$ cat src/rtl/pipe_stage_buf_if.sv
// Valid/ready/data handshake bundle between two pipeline stages.
// The producer uses the master modport and the consumer uses the slave modport.
interface pipe_stage_buf_if #(
  parameter int DATA_W = 128
);
  logic              valid;
  logic              ready;
  logic [DATA_W-1:0] data;

  modport master (output valid, output data, input ready);
  modport slave  (input valid, input data, output ready);
endinterface

$ cat src/rtl/pipe_stage_buf.sv
// Inter-stage pipeline register with a valid/ready handshake, an optional 2-entry skid buffer and a synchronous flush.
// While no valid entry is held, dn.data shows NOP_VALUE so that the consumer sees a bubble.
module pipe_stage_buf #(
  parameter int               DATA_W    = 128,
  parameter bit               SKID_EN   = 1'b1,
  parameter logic [DATA_W-1:0] NOP_VALUE = '0
) (
  input  logic                  clk,
  input  logic                  rst,
  input  logic                  flush,
  pipe_stage_buf_if.slave       up,
  pipe_stage_buf_if.master      dn,
  output logic [1:0]            occupancy
);

  typedef enum logic [1:0] {
    EMPTY = 2'd0,
    ONE   = 2'd1,
    TWO   = 2'd2
  } state_t;

  logic w_upFire;
  logic w_dnFire;

  assign w_upFire = up.valid & up.ready;
  assign w_dnFire = dn.valid & dn.ready;

  generate
    if (SKID_EN) begin : g_skid
      state_t            r_state;
      logic [DATA_W-1:0] r_main;
      logic [DATA_W-1:0] r_skid;
      logic              r_upReady;

      // r_upReady always mirrors (r_state != TWO). It is kept as its own flop so that up.ready has no combinational path.
      always_ff @(posedge clk) begin
        if (!rst || flush) begin
          r_state   <= EMPTY;
          r_main    <= NOP_VALUE;
          r_skid    <= NOP_VALUE;
          r_upReady <= 1'b1;
        end else begin
          case (r_state)
            EMPTY: begin
              if (w_upFire) begin
                r_main  <= up.data;
                r_state <= ONE;
              end
            end
            ONE: begin
              if (w_upFire && !w_dnFire) begin
                r_skid    <= up.data;
                r_state   <= TWO;
                r_upReady <= 1'b0;
              end else if (w_upFire && w_dnFire) begin
                r_main <= up.data;
              end else if (w_dnFire) begin
                r_main  <= NOP_VALUE;
                r_state <= EMPTY;
              end
            end
            TWO: begin
              if (w_dnFire) begin
                r_main    <= r_skid;
                r_skid    <= NOP_VALUE;
                r_state   <= ONE;
                r_upReady <= 1'b1;
              end
            end
            default: begin
              r_state   <= EMPTY;
              r_main    <= NOP_VALUE;
              r_skid    <= NOP_VALUE;
              r_upReady <= 1'b1;
            end
          endcase
        end
      end

      assign up.ready  = r_upReady;
      assign dn.valid  = (r_state != EMPTY);
      assign dn.data   = r_main;
      assign occupancy = {r_state == TWO, r_state == ONE};
    end else begin : g_noSkid
      logic [DATA_W-1:0] r_main;
      logic              r_valid;

      // A single register. A new entry can load in the same cycle that the old one drains, so no bubble appears.
      always_ff @(posedge clk) begin
        if (!rst || flush) begin
          r_main  <= NOP_VALUE;
          r_valid <= 1'b0;
        end else if (w_upFire) begin
          r_main  <= up.data;
          r_valid <= 1'b1;
        end else if (w_dnFire) begin
          r_main  <= NOP_VALUE;
          r_valid <= 1'b0;
        end
      end

      assign up.ready  = !r_valid | dn.ready;
      assign dn.valid  = r_valid;
      assign dn.data   = r_main;
      assign occupancy = {1'b0, r_valid};
    end
  endgenerate

endmodule
$ cat src/flat_wrapper.sv
// flat-port wrapper written by rule: the top's interface ports become plain ports
module pipe_stage_buf_flat 
#(
  parameter int               DATA_W    = 128,
  parameter bit               SKID_EN   = 1'b1,
  parameter logic [DATA_W-1:0] NOP_VALUE = '0
)
  (clk, rst, flush, occupancy, up_valid, up_data, up_ready, dn_valid, dn_data, dn_ready);
  pipe_stage_buf_if #(.DATA_W(DATA_W)) up_i ();
  pipe_stage_buf_if #(.DATA_W(DATA_W)) dn_i ();
  input  logic clk;
  input  logic rst;
  input  logic flush;
  output logic [1:0] occupancy;
  input wire logic [$bits(up_i.valid)-1:0] up_valid;
  input wire logic [$bits(up_i.data)-1:0] up_data;
  output wire logic [$bits(up_i.ready)-1:0] up_ready;
  output wire logic [$bits(dn_i.valid)-1:0] dn_valid;
  output wire logic [$bits(dn_i.data)-1:0] dn_data;
  input wire logic [$bits(dn_i.ready)-1:0] dn_ready;
  assign up_i.valid = up_valid;
  assign up_i.data = up_data;
  assign up_ready = up_i.ready;
  assign dn_valid = dn_i.valid;
  assign dn_data = dn_i.data;
  assign dn_i.ready = dn_ready;
  pipe_stage_buf #(.DATA_W(DATA_W), .SKID_EN(SKID_EN), .NOP_VALUE(NOP_VALUE)) u_core (.clk(clk), .rst(rst), .flush(flush), .up(up_i), .dn(dn_i), .occupancy(occupancy));
endmodule
$ cat config.mk
export PLATFORM = sky130hd
export DESIGN_NAME = pipe_stage_buf_flat
export DESIGN_NICKNAME = d
export VERILOG_FILES = /design/src/rtl/pipe_stage_buf_if.sv /design/src/rtl/pipe_stage_buf.sv /design/src/flat_wrapper.sv
export SDC_FILE = /design/constraint.sdc
export NUM_CORES = 1
export LEC_CHECK = 0
export CAP_MARGIN = 0
export CORE_MARGIN = 3
export CORE_UTILIZATION = 50
export DETAILED_ROUTE_END_ITERATION = 12
export PLACE_DENSITY_LB_ADDON = 0.12
export SYNTH_ARGS = -nofsm -noshare
export SYNTH_HDL_FRONTEND = slang
export SYNTH_SLANG_ARGS = --single-unit
$ cat constraint.sdc
create_clock -name clk -period 4.4 [get_ports clk]
set_input_delay 0.88 -clock clk [delete_from_list [all_inputs] [get_ports clk]]
set_output_delay 0.88 -clock clk [all_outputs]
set_load 0.005 [all_outputs]
======== Word-level counts from Yosys, hierarchy flattened ========
Cells that the tools add are included.
operators by class
  equality and inequality tests ........... 9
  reductions and logical operators ........ 10
  multiplexer cells ....................... 17
  bitwise gates (word level) .............. 3
operators with widths
  cell                                                                      number
  128-bit two-way mux                                                       6
  128-bit case mux with 3 select lines                                      2
  2-bit two-way mux                                                         5
  4-bit AND reduction                                                       2
  2-bit by 1-bit inequality test with 1-bit output (second input constant)  3
  3-bit by 1-bit inequality test with 1-bit output (second input constant)  2
  2-bit case mux with 3 select lines                                        1
  3-bit by 2-bit inequality test with 1-bit output (second input constant)  1
  1-bit case mux with 3 select lines                                        1
  3-bit AND reduction                                                       1
  1-bit AND                                                                 2
  2-bit by 1-bit equality test with 1-bit output (second input constant)    1
  2-bit equality test (second input constant)                               1
  1-bit logical AND                                                         2
  1-bit zero test                                                           2
  2-bit zero test                                                           1
  1-bit two-way mux                                                         2
  2-bit inequality test (second input constant)                             1
  2-bit nonzero test                                                        1
  1-bit logical OR                                                          1
  1-bit inverter                                                            1
word-level totals
  bits in registers ....................... 259

======== Depth between registers and ports, before layout ========
  depth in word-level cells ............... 6
  gate-level depth with buffers ........... 7
  mapped depth without buffers ............ 4

======== Worst setup path before layout ========
No wires, ideal clock.
  kind .................................... register to output
  start ................................... register u_core.g_skid.r_state[0]
  end ..................................... output dn_valid
  path buffers ............................ 3
  data required time ...................... 3.520 ns
  arrival time ............................ 1.146 ns
  stages on the path, launching flop included .. 5
  setup slack ............................. 2.374 ns
  path through ............................ dfxtp_1 -> buf_2 -> clkbuf_1 -> clkbuf_1 -> or2_2
on the way
  cells in the longest elaborated chain, start to end .. 1
RTL lines
  item                    line                  source
  from (decl)             pipe_stage_buf.sv:30  state_t r_state;
  from (signal assigned)  pipe_stage_buf.sv:38  r_state <= EMPTY;
  from (signal assigned)  pipe_stage_buf.sv:47  r_state <= ONE;
  from (signal assigned)  pipe_stage_buf.sv:53  r_state <= TWO;
  2-bit nonzero test      pipe_stage_buf.sv:81  assign dn.valid = (r_state != EMPTY);
  to (decl)               flat_wrapper.sv:18    output wire logic [$bits(dn_i.valid)-1:0] dn_valid;
No other way between the ends.

======== Worst setup path in the final report ========
  start ................................... register u_core.g_skid.r_state[1]
  end ..................................... output occupancy[1]
on the way
  cells in the longest elaborated chain, start to end .. 1
RTL lines
  item                 line                  source
  2-bit equality test  pipe_stage_buf.sv:83  assign occupancy = {r_state == TWO, r_state == ONE};
  to (decl)            flat_wrapper.sv:14    output logic [1:0] occupancy;
No other way between the ends.

==> results by group <==
Run status
  • Status: finished clean

Clock tree
  • CTS Sinks: 259
  • Clk root buf: clkbuf_16
  • Hold_buf cts: 0
  • TritonCTS buffer count: 29
  • Postcts setup bufs: 0
  • Number of gates given a new drive strength after cts: 0
  • Clk buf depth: 3
  • Reg clk slew, reported paths: 0.06 ns
  • CTS tree: yes
  • CTS H-tree depth: 1
  • Worst-skew pair later-pin latency: around 0.53 ns

Yosys
  • Average instance area after synthesis: ~8.6 sq um
  • Seq/Total Area, Yosys: 0.441
  • Syn_nets: between 1,000 and 1,500
  • Yosys warns: 0
  • Mapped Area: between 10,000 and 15,000 sq um
  • Post-synth cell types: 30
  • Synthesis-stage register bit count: about 260
  • Synthesized instance count: 1,364

Floorplanning
  • Io pins: approximately 270
  • Die ar.: between 20,000 and 30,000 sq um
  • Die height: ~160 um
  • Core Area: between 20,000 and 25,000 sq um
  • Die width: around 160 um
  • Rows: 55
  • Initial Utilization: 0.513

Place
  • DP Area: around 14,000 sq um
  • RePlAce Congestion: 0.781
  • I/O Buffers: around 260
  • Place WS: approximately 1.3 ns
  • DP HPWL: slightly below 20,000 um

Cells and area
  • Utilization after layout: 0.667
  • Area Overhead vs Synth: 29.9%
  • Final Net Count: around 1,700
  • Share of post-route cells with drive strength above 1: 0.0497
  • Post-layout instance area: between 15,000 and 20,000 sq um

Detailed routing
  • DR vias/cell: 5.87
  • DR iter-0 viols: roughly 860
  • WL per Instance: ~18 um
  • Final routed DRC violation total: 0
  • Pre-antenna DRT Iters: 5
  • WL met1: 15,200 um
  • Vias: ~11,000
  • Final ANT Viol Nets: 0
  • Highest metal used: met4
  • Met3 WL: roughly 2100 um
  • Routed wire length: ~34,000 um
  • WL met2: around 16,000 um

Worst hold path
  • Hold WC Path Type: register to register
  • Hold Startpoint: u_core.g_skid.r_skid[47]
  • Hold path cells: 2
  • Hold Path Sink: u_core.g_skid.r_skid[47]

Pwr
  • Flop pwr share: 0.445
  • Worst VDD drop: between 0.2 and 0.3 mV
  • Combinational power share: 0.136
  • Internal power: slightly above 4 mW
  • Net switching power: 1.37 mW
  • LEAKAGE: about 4.9 nW
  • Sw frac: 0.250
  • Power Density: 358 nW/um^2
  • Clock power share: 0.420

Worst setup path
  • Reg-to-reg slack, setup: roughly 1.8 ns
  • CP arrival: 2.30 ns
  • Worst endpoint required time: 3.52 ns
  • RR Endpoint: u_core.g_skid.r_skid[70]
  • Setup crit end kind: output pin
  • Crit Path Class: register to output pin
  • CP Launch Type: register
  • R2R depth: 5
  • Reg-to-reg critical path startpoint: u_core.g_skid.r_state[0]
  • Worst Path Max Fanout: 50

STA
  • RSZ-0062 raised after global routing: no
  • Period utilisation layout: 0.722
  • Setup WS post-layout: ~1.2 ns
  • Final Critical Period: roughly 3.2 ns
  • Final hold vios: 0
  • # setup viols final: 0
  • Relative slew slack: 0.326
  • Worst-Margin Slew: approximately 1 ns
  • Slew Viols, Final: 0
  • Hold Slack: 0.448 ns
  • Final setup skew: ~0.0067 ns
  • Setup TNS Final: 0 ns
  • Achievable frequency: 0.315 GHz

Global route
  • Largest net degree at the start of global routing: between 80 and 90
  • Number of global-route vias before repair: 10,500
  • Tot GR Track Use: 0.254
  • First-pass GRT wire length: approximately 55,000 um
  • Remaining Overflow, GRT: 0
  • Initial antenna violation count: 1

Run
  • Max_cap viols: 0
metal layers:
| layer | up-vias | global-route usage |
|---|---|---|
| li1 | 5305 | - |
| met1 | 5259 | 0.349 |
| met2 | 320 | 0.411 |
| met3 | 52 | 0.0489 |
| met4 | 0 | 0.0716 |
| met5 | - | 0 |
logic make-up (layout without fill, tap and decap cells):
kind of cell | count (synthesis) | count (layout) | synth area share
compound gates | 393 | 393 | 0.230
xor+xnor | 1 | 1 | 0.000745
buf+inv | 154 | 338 | 0.0624
flops | 259 | 259 | 0.441
mux | 128 | 128 | 0.109
other cells | 0 | 1 | 0
simple gates | 429 | 429 | 0.157
cell usage in the layout, fill, tap and decap left out, drive strengths merged:
master and instances:
mux2i 128, o22a 1, buf 24, and3b 1
a22oi 150, a21oi 108, dfxtp 259, nand3b 2
o31ai 1, inv 1, diode 1, bufinv 1
clkinv 5, nor2 154, nand2b 2, and4b 1
o31a 1, nor2b 3, or2 1, o21bai 1
xnor2 1, clkbuf 44, o22ai 53, o21a 1
o21ai 1, o2bb2ai 76, nand3 158, clkdlybuf4s50 263
nand2 107
how the worst max path moves through the flow:
stage / from / end
floorplan: u_core.g_skid.r_state[0] / dn_valid
global placement: dn_ready / u_core.g_skid.r_skid[116]
detailed placement: up_valid / u_core.dn.data[124]
CTS: u_core.g_skid.r_state[1] / occupancy[1]
global route: u_core.g_skid.r_state[1] / occupancy[1]
finish: u_core.g_skid.r_state[1] / occupancy[1]
Yosys cell counts, drive strengths merged:
master	count	share of area
a21oi	108	0.046
o31a	1	0.00074
clkbuf	60	0.019
o22a	1	0.00074
or2	1	0.00053
o22ai	53	0.028
dfxtp	259	0.44
xnor2	1	0.00074
mux2i	128	0.11
buf	93	0.043
and4b	1	0.00085
o21bai	1	0.00064
o31ai	1	0.00064
nor2	154	0.049
inv	1	0.00032
o2bb2ai	76	0.057
nor2b	3	0.0016
nand3b	2	0.0016
nand3	158	0.067
nand2b	2	0.0011
a22oi	150	0.096
o21ai	1	0.00042
nand2	107	0.034
o21a	1	0.00064
and3b	1	0.00074
through the flow:
step           cells  power (mW)
2_1_floorplan   1364        2.87
5_1_grt         1862        5.68
6_report        1862        5.47
3_3_place_gp    1811        3.21
4_1_cts         1861        5.52
3_5_place_dp    1811        3.22
state kept, by name, indices dropped and copies added (netlist names):
register	count
u_core.g_skid.r_state	2
u_core.up.ready	1
u_core.g_skid.r_skid	128
u_core.dn.data	128
critical path, stage by stage (launching register included):
cell and delay [ns]:
dfxtp_4 0.92, nor2b_1 0.25, clkdlybuf4s50_1 0.58
layout make-up:
type / instances / area, sq um
diodes: 1 / 2.50
clock buffers: 44 / 842
well taps: 313 / 392
flip-flops and latches: 259 / 5190
clock inverters: 6 / 55.1
inverters: 1 / 3.75
multi-input cells: 951 / 5900
fillers: 1907 / 7630
repair buffers: 287 / 2900
power by group through the flow:
stage	clock [mW]	sequential, mW	combinational (mW)
3_3_place_gp	0	2.49	0.729
2_1_floorplan	0	2.48	0.395
5_1_grt	2.43	2.44	0.806
4_1_cts	2.34	2.43	0.743
3_5_place_dp	0	2.49	0.739
6_report	2.30	2.43	0.742
Power figures use the tool's default switching activity.
